`src/rtl/oagu_stride_wr.sv`:
```
// Output address generator: buffers result beats in a small FIFO and writes them to the IO buffer
// using store/jump strides interleaved over up to NUM_DST regions. Optional macro: OAGU_BOUND_CHK_EN.
module oagu_stride_wr #(
    parameter int DATA_W     = 256,
    parameter int ADDR_W     = 16,
    parameter int CNT_W      = 8,
    parameter int NUM_DST    = 2,
    parameter int FIFO_DEPTH = 4
) (
    input  logic                      i_clk,
    input  logic                      i_rst_n,
    input  logic                      i_start,
    input  logic [NUM_DST*ADDR_W-1:0] i_cfg_base,
    input  logic [$clog2(NUM_DST):0]  i_cfg_dst_cnt,
    input  logic [CNT_W-1:0]          i_cfg_x_len,
    input  logic [CNT_W-1:0]          i_cfg_layers,
    input  logic [CNT_W-1:0]          i_cfg_y_len,
    input  logic [CNT_W-1:0]          i_cfg_store_len,
    input  logic [CNT_W-1:0]          i_cfg_jump_len,
`ifdef OAGU_BOUND_CHK_EN
    input  logic [ADDR_W-1:0]         i_cfg_limit,
    output logic                      o_oob_err,
`endif
    input  logic [DATA_W-1:0]         i_dat,
    input  logic                      i_dat_vld,
    output logic                      o_dat_rdy,
    output logic                      o_wr_en,
    input  logic                      i_wr_rdy,
    output logic [ADDR_W-1:0]         o_waddr,
    output logic [DATA_W-1:0]         o_wdat,
    output logic                      o_wsel,
    output logic                      o_busy,
    output logic                      o_done
);

    localparam int DCW = $clog2(NUM_DST) + 1;
    localparam int DIW = (NUM_DST > 1) ? $clog2(NUM_DST) : 1;
    localparam int PW  = $clog2(FIFO_DEPTH);
    localparam int FCW = PW + 1;

    typedef enum logic [1:0] {S_IDLE, S_RUN, S_DRAIN, S_DONE} state_t;

    state_t             r_state;
    logic               r_busy;
    logic               r_done;
    logic [ADDR_W-1:0]  r_addr [NUM_DST];
    logic [DCW-1:0]     r_dst_cnt;
    logic [DIW-1:0]     r_dst_idx;
    logic [CNT_W-1:0]   r_x_len, r_layers, r_y_len, r_store_len, r_jump_len;
    logic [CNT_W-1:0]   r_x_cnt, r_piece_cnt, r_y_cnt, r_store_cnt;

    logic [ADDR_W-1:0]  r_fifo_addr [FIFO_DEPTH];
    logic [DATA_W-1:0]  r_fifo_dat  [FIFO_DEPTH];
    logic [PW-1:0]      r_wr_ptr, r_rd_ptr;
    logic [FCW-1:0]     r_fifo_cnt;

    logic [ADDR_W-1:0]  w_base [NUM_DST];
    logic               w_full, w_empty, w_acc, w_push, w_pop;
    logic               w_grp_last, w_x_last, w_piece_last, w_y_last, w_last_grp;
    logic               w_jump, w_cfg_zero;
    logic [ADDR_W-1:0]  w_inc, w_cur_addr;
    logic [DCW-1:0]     w_dst_cnt_sat;
    logic [FCW-1:0]     w_cnt_next;

    for (genvar gi = 0; gi < NUM_DST; gi++) begin : g_base
        assign w_base[gi] = i_cfg_base[gi*ADDR_W +: ADDR_W];
    end

    assign w_full     = (r_fifo_cnt == FCW'(FIFO_DEPTH));
    assign w_empty    = (r_fifo_cnt == '0);
    assign o_dat_rdy  = (r_state == S_RUN) && !w_full;
    assign w_acc      = i_dat_vld && o_dat_rdy;
    assign w_pop      = !w_empty && i_wr_rdy;
    assign w_cur_addr = r_addr[r_dst_idx];

    assign w_grp_last   = ((DCW'(r_dst_idx) + DCW'(1)) == r_dst_cnt);
    assign w_x_last     = (r_x_cnt == r_x_len - CNT_W'(1));
    assign w_piece_last = (r_piece_cnt == r_layers - CNT_W'(1));
    assign w_y_last     = (r_y_cnt == r_y_len - CNT_W'(1));
    assign w_last_grp   = w_grp_last && w_x_last && w_piece_last && w_y_last;

    // store_len == 0 disables jumping entirely
    assign w_jump = (r_store_len != '0) && ((r_store_cnt + CNT_W'(1)) == r_store_len);
    assign w_inc  = w_jump ? ADDR_W'(r_jump_len) : ADDR_W'(1);

    assign w_cfg_zero = (i_cfg_x_len == '0) || (i_cfg_layers == '0) ||
                        (i_cfg_y_len == '0) || (i_cfg_dst_cnt == '0);
    assign w_dst_cnt_sat = (i_cfg_dst_cnt > DCW'(NUM_DST)) ? DCW'(NUM_DST) : i_cfg_dst_cnt;

`ifdef OAGU_BOUND_CHK_EN
    logic [ADDR_W-1:0] r_limit;
    logic              r_oob_err;
    logic              w_oob;
    assign w_oob     = (w_cur_addr >= r_limit);
    assign w_push    = w_acc && !w_oob;
    assign o_oob_err = r_oob_err;
`else
    assign w_push    = w_acc;
`endif

    assign w_cnt_next = r_fifo_cnt + FCW'(w_push) - FCW'(w_pop);

    assign o_wr_en = !w_empty;
    assign o_waddr = w_empty ? '0 : r_fifo_addr[r_rd_ptr];
    assign o_wdat  = w_empty ? '0 : r_fifo_dat[r_rd_ptr];
    assign o_wsel  = o_waddr[ADDR_W-4];
    assign o_busy  = r_busy;
    assign o_done  = r_done;

    // Storage needs no reset: the write port is forced to zero while the FIFO is empty.
    always_ff @(posedge i_clk) begin
        if (w_push) begin
            r_fifo_addr[r_wr_ptr] <= w_cur_addr;
            r_fifo_dat[r_wr_ptr]  <= i_dat;
        end
    end

    always_ff @(posedge i_clk or negedge i_rst_n) begin
        if (!i_rst_n) begin
            r_wr_ptr   <= '0;
            r_rd_ptr   <= '0;
            r_fifo_cnt <= '0;
        end else begin
            if (w_push) r_wr_ptr <= r_wr_ptr + PW'(1);
            if (w_pop)  r_rd_ptr <= r_rd_ptr + PW'(1);
            r_fifo_cnt <= w_cnt_next;
        end
    end

    always_ff @(posedge i_clk or negedge i_rst_n) begin
        if (!i_rst_n) begin
            r_state     <= S_IDLE;
            r_busy      <= 1'b0;
            r_done      <= 1'b0;
            r_dst_cnt   <= '0;
            r_dst_idx   <= '0;
            r_x_len     <= '0;
            r_layers    <= '0;
            r_y_len     <= '0;
            r_store_len <= '0;
            r_jump_len  <= '0;
            r_x_cnt     <= '0;
            r_piece_cnt <= '0;
            r_y_cnt     <= '0;
            r_store_cnt <= '0;
            for (int d = 0; d < NUM_DST; d++) r_addr[d] <= '0;
`ifdef OAGU_BOUND_CHK_EN
            r_limit     <= '0;
            r_oob_err   <= 1'b0;
`endif
        end else begin
            case (r_state)
                S_IDLE, S_DONE: begin
                    if (i_start) begin
                        r_dst_cnt   <= w_dst_cnt_sat;
                        r_x_len     <= i_cfg_x_len;
                        r_layers    <= i_cfg_layers;
                        r_y_len     <= i_cfg_y_len;
                        r_store_len <= i_cfg_store_len;
                        r_jump_len  <= i_cfg_jump_len;
                        r_dst_idx   <= '0;
                        r_x_cnt     <= '0;
                        r_piece_cnt <= '0;
                        r_y_cnt     <= '0;
                        r_store_cnt <= '0;
                        for (int d = 0; d < NUM_DST; d++) r_addr[d] <= w_base[d];
`ifdef OAGU_BOUND_CHK_EN
                        r_limit     <= i_cfg_limit;
                        r_oob_err   <= 1'b0;
`endif
                        if (w_cfg_zero) begin
                            r_state <= S_DONE;
                            r_busy  <= 1'b0;
                            r_done  <= 1'b1;
                        end else begin
                            r_state <= S_RUN;
                            r_busy  <= 1'b1;
                            r_done  <= 1'b0;
                        end
                    end
                end
                S_RUN: begin
                    if (w_acc) begin
`ifdef OAGU_BOUND_CHK_EN
                        if (w_oob) r_oob_err <= 1'b1;
`endif
                        if (w_grp_last) begin
                            r_dst_idx   <= '0;
                            for (int d = 0; d < NUM_DST; d++) r_addr[d] <= r_addr[d] + w_inc;
                            r_store_cnt <= w_jump ? '0 : r_store_cnt + CNT_W'(1);
                            r_x_cnt     <= w_x_last ? '0 : r_x_cnt + CNT_W'(1);
                            if (w_x_last) r_piece_cnt <= w_piece_last ? '0 : r_piece_cnt + CNT_W'(1);
                            if (w_x_last && w_piece_last) r_y_cnt <= r_y_cnt + CNT_W'(1);
                        end else begin
                            r_dst_idx <= r_dst_idx + DIW'(1);
                        end
                        // A dropped final beat with nothing left to write finishes immediately
                        if (w_last_grp) begin
                            if (w_cnt_next == '0) begin
                                r_state <= S_DONE;
                                r_busy  <= 1'b0;
                                r_done  <= 1'b1;
                            end else begin
                                r_state <= S_DRAIN;
                            end
                        end
                    end
                end
                S_DRAIN: begin
                    if (w_cnt_next == '0) begin
                        r_state <= S_DONE;
                        r_busy  <= 1'b0;
                        r_done  <= 1'b1;
                    end
                end
                default: r_state <= S_IDLE;
            endcase
        end
    end

endmodule

```
`config.mk`:
```
export PLATFORM = sky130hd
export DESIGN_NAME = oagu_stride_wr
export DESIGN_NICKNAME = d
export VERILOG_FILES = /design/src/rtl/oagu_stride_wr.sv
export SDC_FILE = /design/constraint.sdc
export NUM_CORES = 1
export LEC_CHECK = 0
export ABC_AREA = 1
export ABC_CLOCK_PERIOD_IN_PS = 16600
export BUFFER_PORTS_ARGS = -buffer_cell sky130_fd_sc_hd__clkbuf_2
export CAP_MARGIN = 20
export CORE_AREA = 2 2 303 305
export DETAILED_ROUTE_END_ITERATION = 6
export DIE_AREA = 0 0 305 307
export PLACE_DENSITY = 0.76
export SLEW_MARGIN = 25
export SYNTH_ARGS = -nofsm -noshare
export SYNTH_HDL_FRONTEND = slang
export SYNTH_SLANG_ARGS = --single-unit
```
`constraint.sdc`:
```
create_clock -name i_clk -period 16.6 [get_ports i_clk]
set_clock_uncertainty 0.1 [all_clocks]
set_input_delay 2.49 -clock i_clk [delete_from_list [all_inputs] [get_ports i_clk]]
set_output_delay 2.49 -clock i_clk [all_outputs]
set_load 0.02 [all_outputs]
```
==> run metrics, run 1 <==
fillcell total 6721; aggregate global routing overflow 0; internal power of the cells 6.50 mW; clock tree buffer depth 3; die width 305 µm; number of clock sinks 1206; remaining max-slew budget at the tightest pin 7.67%; register bit count reported by yosys 1206; Total Wirelength 120000 µm; Starting DRT DRC Count 3502; first-pass detailed-route iteration total 6; pin slew with the least headroom to its limit 1.38 ns; # setup viols final 0; detailed placer's ending HPWL 69900 µm; Mapped Area 49400 µm²; CTS tree done; Period Utilization, post-route 42.8%; y dimension of the die 307 µm; GRT Total Usage 24.9%; # hold bufs at CTS 0; highest clock rate 0.141 GHz; placeable core area 90700 µm²; post-layout net count 5157; effective utilization at floorplan 54.5%; fraction of registers with async set/reset 9.78%; status completed; number of top-level pins 612; GR peak layer met2; met1 routing resource usage after global routing 32.7%; number of antenna-violating nets in the routed design 0; leakage power total 21.5 nW; number of distinct library cells after synthesis 53; share of total power in combinational logic 39.1%; area of placed instances 53400 µm²; pwr/cell area 191 nW/µm²; count of standard-cell rows 111; Post-CTS Resized 0; drt wl/cell 19.7 µm; proportion of layout cells with a drive suffix above 1 17.6%; critical path data arrival time 4.52 ns; setup tns final 0 ns; gate count of the mapped netlist 4268; pin count of the biggest net entering global routing 219; max-capacitance violation count 0; Die Area 93600 µm²; final hold violation count 0; maximum fanout along the worst path 206; number of antenna violations at the first check in global routing 34; switching portion of total power 40.4%; register area share after synthesis 72.1%; GPL Wtd Cong 0.870; data required time at the worst endpoint 14.01 ns; total non-filler cell area in the finished layout 57100 µm²; startpoint kind of the worst setup timing path flop; smallest hold slack 0.404 ns; Period minus WS final 7.11 ns; Post-synth EDFFs 1088; CP Capture Type primary output; syn avg cell area 11.6 µm²; Net Sw Power 4.41 mW; number of levels the H-tree was split into 3; IO Port Bufs 611; area growth from synthesis to layout 15.6%; maximum resistive drop on vdd 132 µV; wire length of the first global-routing pass 182000 µm; met2 track utilization from global routing 40.6%; Yosys warning total 0; clock insertion delay at the later pin of the skew report 0.69 ns; sequential standard cell area 35600 µm²; Clk network pwr share 22.5%; area taken by multi-input logic gates 12400 µm²; Max Slew Vio Count 0; via count of the first global-routing pass 32300; clock-pin slew reported for the worst setup and hold paths after clock tree synthesis 0.06 ns; post-CTS setup-driven buffer insertion count 0; Inserted Clock Buffers 116; met3 usage 5.75%; cell at the root of the clock tree clkbuf_16; via count 34000; count of unresolved DRC violations after routing 0; share of total power in sequential cells 38.3%; worst min-delay path category reg2reg; top_reg_cell synth edfxtp_1; setup repair after global routing missed its margin no; net count of the mapped netlist 4635; category of the most critical setup path reg2out; vias per inst 5.58
-- cell families after synthesis --
family                     share of synthesized area (%)
AOI/OAI and AO/OA                                   10.2
muxes                                              0.228
and+or+nand+nor                                     12.9
DFF                                                 72.1
adders and majority gates                          0.826
xor gates and xnor gates                           0.869
buffers and inverters                               2.85
-- placed cells by master (no fill, tap or decap), types with 4 or more instances in the layout --
master,synthesis,layout
diode_2,0,26
edfxtp_1,1088,1088
nor2_2,6,6
nand3_2,4,4
dfrtp_1,118,116
clkbuf_2,0,610
o21ai_1,7,7
mux2_2,10,10
clkbuf_16,0,117
a31oi_1,7,7
inv_1,118,117
nor3_1,23,22
xnor2_1,19,19
buf_12,0,6
nand3_1,73,73
clkinv_1,1,38
clkbuf_1,221,20
a21oi_1,329,329
o211ai_1,5,5
clkinvlp_4,0,4
xor2_1,30,30
buf_6,2,4
nor3b_1,4,4
nor2_1,1207,1203
o22ai_1,8,8
o21ai_0,606,606
bufinv_16,0,4
inv_6,0,4
nand2_1,258,257
ha_1,31,30
buf_4,2,24
nor2_4,2,6
nor4_1,13,13
o31ai_1,5,5
nand2_2,10,11
inv_2,6,5
nand4_1,10,10
clkinv_2,0,20
-- worst max-delay path, stage by stage, from the launching register on --
cell	delay [ns]
dfrtp_4	0.78
clkinv_8	0.58
buf_4	0.76
buf_6	0.71
o21ai_0	0.22
a21oi_1	0.31
clkbuf_2	0.28
-- cell type report --
type / count / area share (%)
multi-input cells: 2694 / 21.7
well taps: 1186 / 2.60
diodes: 26 / 0.114
flip-flops and latches: 1206 / 62.4
clock inverters: 73 / 0.905
clock buffers: 140 / 5.33
inverters: 125 / 0.856
repair buffers: 647 / 6.09
-- through the flow --
stage          power, mW  instances  utilization [%]  setup WS (ns)
2_1_floorplan       7.17       4268                -           1.70
3_3_place_gp        8.38       5855             58.9           9.82
3_5_place_dp        8.47       5856             58.9           9.65
4_1_cts             10.9       6069             62.8           8.88
5_1_grt             11.5       6094             63.0           9.08
6_report            10.9       6097             63.0           9.49
-- cells in the mapped netlist (all sizes together), types with 8 or more instances --
cell,n,area [µm²]
inv,124,465
a21oi,331,1660
clkbuf,221,830
xor2,30,263
dfrtp,118,2950
buf,22,109
edfxtp,1088,32700
o21ai,614,3080
nor2,1215,4590
nor3,23,115
ha,31,388
o22ai,8,50.1
mux2,10,113
nand4,10,62.6
nand2,268,1030
nand3,77,405
xnor2,19,166
nor4,13,81.3
-- state kept, by name (all words and copies together) (netlist names), 2 cells and up --
register     count
r_layers         8
r_y_cnt          8
r_wr_ptr         2
r_jump_len       8
r_piece_cnt      8
r_addr          32
r_rd_ptr         2
r_fifo_addr     64
r_fifo_dat    1024
r_x_cnt          8
r_store_cnt      8
r_store_len      8
r_state          2
r_fifo_cnt       3
r_dst_cnt        2
r_x_len          8
r_y_len          8
-- power by group through the flow --
stage	sequential [mW]	combinational [mW]	clock, mW
3_5_place_dp	4.24	4.23	0
6_report	4.18	4.27	2.46
5_1_grt	4.23	4.64	2.61
2_1_floorplan	4.39	2.77	0
4_1_cts	4.18	4.26	2.49
3_3_place_gp	4.22	4.17	0
-- path summary, 6_finish.rpt --
path                             start           endpoint  slack (ns)  cells past startpoint
min reg2reg                     o_busy             o_busy        0.40                      2
min in group asynchronous      i_rst_n         r_state[0]        1.71                      1
max reg2reg                 r_state[1]  r_fifo_dat[3][30]       11.42                     10
min                             o_busy             o_busy        0.40                      2
max                        r_rd_ptr[0]        o_wdat[250]        9.49                      6
max in group asynchronous      i_rst_n        r_rd_ptr[1]       13.53                      2
-- per-layer routing --
metal | routed length [µm] | up-vias
li1 | - | 16000
met1 | 47500 | 16400
met2 | 58600 | 1364
met3 | 10300 | 221
met4 | 3860 | 18
met5 | 127 | -
No activity file was read; power rests on OpenSTA's default activity.
==> run 2: changes to the inputs <==
--- a/config.mk
+++ b/config.mk
@@ -6,13 +6,13 @@
 export NUM_CORES = 1
 export LEC_CHECK = 0
 export ABC_AREA = 1
-export ABC_CLOCK_PERIOD_IN_PS = 16600
+export ABC_CLOCK_PERIOD_IN_PS = 6300
 export BUFFER_PORTS_ARGS = -buffer_cell sky130_fd_sc_hd__clkbuf_2
 export CAP_MARGIN = 20
-export CORE_AREA = 2 2 303 305
+export CORE_AREA = 2 2 312 314
 export DETAILED_ROUTE_END_ITERATION = 6
-export DIE_AREA = 0 0 305 307
-export PLACE_DENSITY = 0.76
+export DIE_AREA = 0 0 314 316
+export PLACE_DENSITY = 0.75
 export SLEW_MARGIN = 25
 export SYNTH_ARGS = -nofsm -noshare
 export SYNTH_HDL_FRONTEND = slang
==> constraint.sdc (replaced) <==
create_clock -name i_clk -period 6.3 [get_ports i_clk]
set_clock_uncertainty 0.1 [all_clocks]
set_input_delay 0.945 -clock i_clk [delete_from_list [all_inputs] [get_ports i_clk]]
set_output_delay 0.945 -clock i_clk [all_outputs]
set_load 0.02 [all_outputs]
==> run 2 against run 1 <==
  * Sequential power rose to 2.6 times the previous value
  * Global-route usage decreased by 1.7 points
  * Cell count rose by 1.4%
  * Non-clock buffer count is 4 lower
  * Worst hold slack got worse by 0.14 ns
  * Count of clock-buffer cells in the layout is 6 higher
==> run metrics, run 2 (synthesis gave the netlist of run 1 again) <==
status completed (unchanged); cell at the slowest stage of the critical path dfrtp_4 (unchanged); startpoint kind of the worst setup timing path flop (unchanged); Net Sw Power 11.6 mW (was 4.41 mW); effective utilization at floorplan 51.5% (was 54.5%); register ranked first by flip-flop count r_fifo_dat (unchanged); clock-pin slew reported for the worst setup and hold paths after clock tree synthesis 0.06 ns (about the same); via count 34000 (about the same); share of total power in combinational logic 38.3% (was 39.1%); number of clock sinks 1206 (unchanged); setup repair after global routing missed its margin no (unchanged); flip-flop count of the largest register after layout 1024 (unchanged); via count of the first global-routing pass 32800 (was 32300); Die Area 99200 µm² (was 93600 µm²); Period Utilization, post-route 79.0%; CTS tree done (unchanged); fillcell total 7365 (was 6721); final hold violation count 0 (unchanged); dpl ws 2.19 ns (was 9.65 ns); detailed placer's ending HPWL 68400 µm (was 69900 µm); Starting DRT DRC Count 3232 (was 3502); worst min-delay path category in2async (was reg2reg); cells along the critical path clkinv_8, buf_4, o21ai_0, a21oi_1, clkbuf_2 (was clkinv_8, buf_4, buf_6, o21ai_0, a21oi_1, clkbuf_2); most common library cell in the layout ignoring fill and taps nor2_1 (unchanged); y dimension of the die 316 µm (was 307 µm); aggregate global routing overflow 0 (unchanged); area growth from synthesis to layout 16.7% (was 15.6%); switching portion of total power 39.6% (was 40.4%); highest clock rate 0.201 GHz; post-layout net count 5154 (was 5157); number of antenna-violating nets in the routed design 0 (unchanged); drt wl/cell 19.3 µm (was 19.7 µm); setup tns final 0 ns (unchanged); GPL Wtd Cong 0.864 (was 0.870); vias per inst 5.50 (was 5.58); max incr delay on CP 1.01 ns (was 0.78 ns); max-capacitance violation count 0 (unchanged); GRT Total Usage 23.2% (was 24.9%); registers with the most flip-flops r_fifo_dat (1024), r_fifo_addr (64), r_addr (32) (unchanged); pwr/cell area 508 nW/µm² (was 191 nW/µm²); maximum fanout along the worst path 196 (was 206); number of antenna violations at the first check in global routing 27 (was 34); count of standard-cell rows 114 (was 111); leakage power total 21.6 nW (was 21.5 nW); placed cell count 5940 (was 5856); post-CTS setup-driven buffer insertion count 0 (unchanged); share of total power in sequential cells 37.6% (was 38.3%); count of unresolved DRC violations after routing 0 (unchanged); wire length of the first global-routing pass 179000 µm (was 182000 µm); Inserted Clock Buffers 117 (was 116); category of the most critical setup path reg2out (unchanged); Max Slew Vio Count 0 (unchanged); IO Port Bufs 611 (unchanged); clock insertion delay at the later pin of the skew report 0.69 ns (about the same); die width 314 µm (was 305 µm); number of levels the H-tree was split into 3 (unchanged); Clk network pwr share 24.1% (was 22.5%); CP Capture Type primary output (unchanged); # hold bufs at CTS 0 (unchanged); post-route insts no fill 6181 (was 6097); proportion of layout cells with a drive suffix above 1 17.9% (was 17.6%); # setup viols final 0 (unchanged); placeable core area 96000 µm² (was 90700 µm²); remaining max-slew budget at the tightest pin 22.6% (was 7.67%); clock tree buffer depth 3 (unchanged); critical path data arrival time 3.93 ns (was 4.52 ns); fin util 60.1% (was 63.0%); total design power 29.3 mW (was 10.9 mW); pin count of the biggest net entering global routing 197 (was 219); number of top-level pins 612 (unchanged); internal power of the cells 17.7 mW (was 6.50 mW); cell at the root of the clock tree clkbuf_16 (unchanged); final worst setup slack 1.32 ns (was 9.49 ns); Total Wirelength 119000 µm (was 120000 µm); maximum resistive drop on vdd 505 µV (was 132 µV); Period minus WS final 4.98 ns; first-pass detailed-route iteration total 5 (was 6); data required time at the worst endpoint 5.25 ns (was 14.01 ns); pin slew with the least headroom to its limit 1.16 ns (was 1.38 ns); commonest cells after routing, fill and taps aside 1203 x nor2_1, 1088 x edfxtp_1, 610 x clkbuf_2 (unchanged); Post-CTS Resized 0 (unchanged)
==> run 2: changes by cell type in the layout (fill, tap and decap cells not counted), sizes merged <==
cell,previous run,this run
buf,37,33
clkinvlp,4,6
clkbuf,750,756
bufinv,4,16
clkinv,63,41
diode,26,21
inv,127,132
==> run 2: layout make-up <==
class / count / area (µm²) / share of cell area (%)
timing repair buffer: 643 / 3580 / 6.21
multi-input combinational: 2694 / 12400 / 21.5
inverter: 125 / 489 / 0.849
clock buffer: 146 / 3070 / 5.32
tap: 1276 / 1600 / 2.77
clock inverter: 70 / 812 / 1.41
sequential: 1206 / 35600 / 61.8
antenna: 21 / 52.6 / 0.0912
==> run 2: worst paths after layout <==
kind                                 from                 end  slack [ns]  cells after the start
min in group i_clk             i_dat[106]  r_fifo_dat[0][106]        0.36                      1
setup reg to reg           r_store_cnt[0]          r_addr[31]        2.60                     22
max in group asynchronous         i_rst_n         r_rd_ptr[0]        4.52                      2
hold reg to reg             r_jump_len[0]       r_jump_len[0]        0.41                      1
setup / recovery              r_rd_ptr[0]         o_wdat[206]        1.32                      5
hold / removal                    i_rst_n      r_store_len[0]        0.27                      1
==> run 2: metrics by stage <==
step,cell area [µm²],hold slack (ns)
finish,57600,0.267
global route,57600,0.304
CTS,57500,0.242
detailed placement,53600,0.398
global placement,53600,0.392
floorplan,49400,0.371
==> run 2: metal layers <==
layer	wire (µm)	GRT usage [%]	vias to the layer above
met4	4240	10.9	12
met3	9440	4.96	248
met5	67	0	-
met1	46900	28.8	16400
li1	-	-	16000
met2	58700	39.0	1319
==> run 2: power groups by stage <==
| stage | Combinational, mW | Sequential [mW] | Clock (mW) |
|---|---|---|---|
| finish | 11.2 | 11.0 | 7.04 |
| global route | 12.2 | 11.1 | 7.45 |
| CTS | 11.3 | 11.0 | 7.16 |
| detailed placement | 11.2 | 11.2 | 0 |
| global placement | 11.0 | 11.1 | 0 |
| floorplan | 7.31 | 11.3 | 0 |
==> run 2: critical path: cells and delay by family, from the launching register on <==
family / cells / cell delay (ns)
DFF: 1 / 1.01
AOI/OAI and AO/OA: 2 / 0.44
buffers and inverters: 3 / 1.48
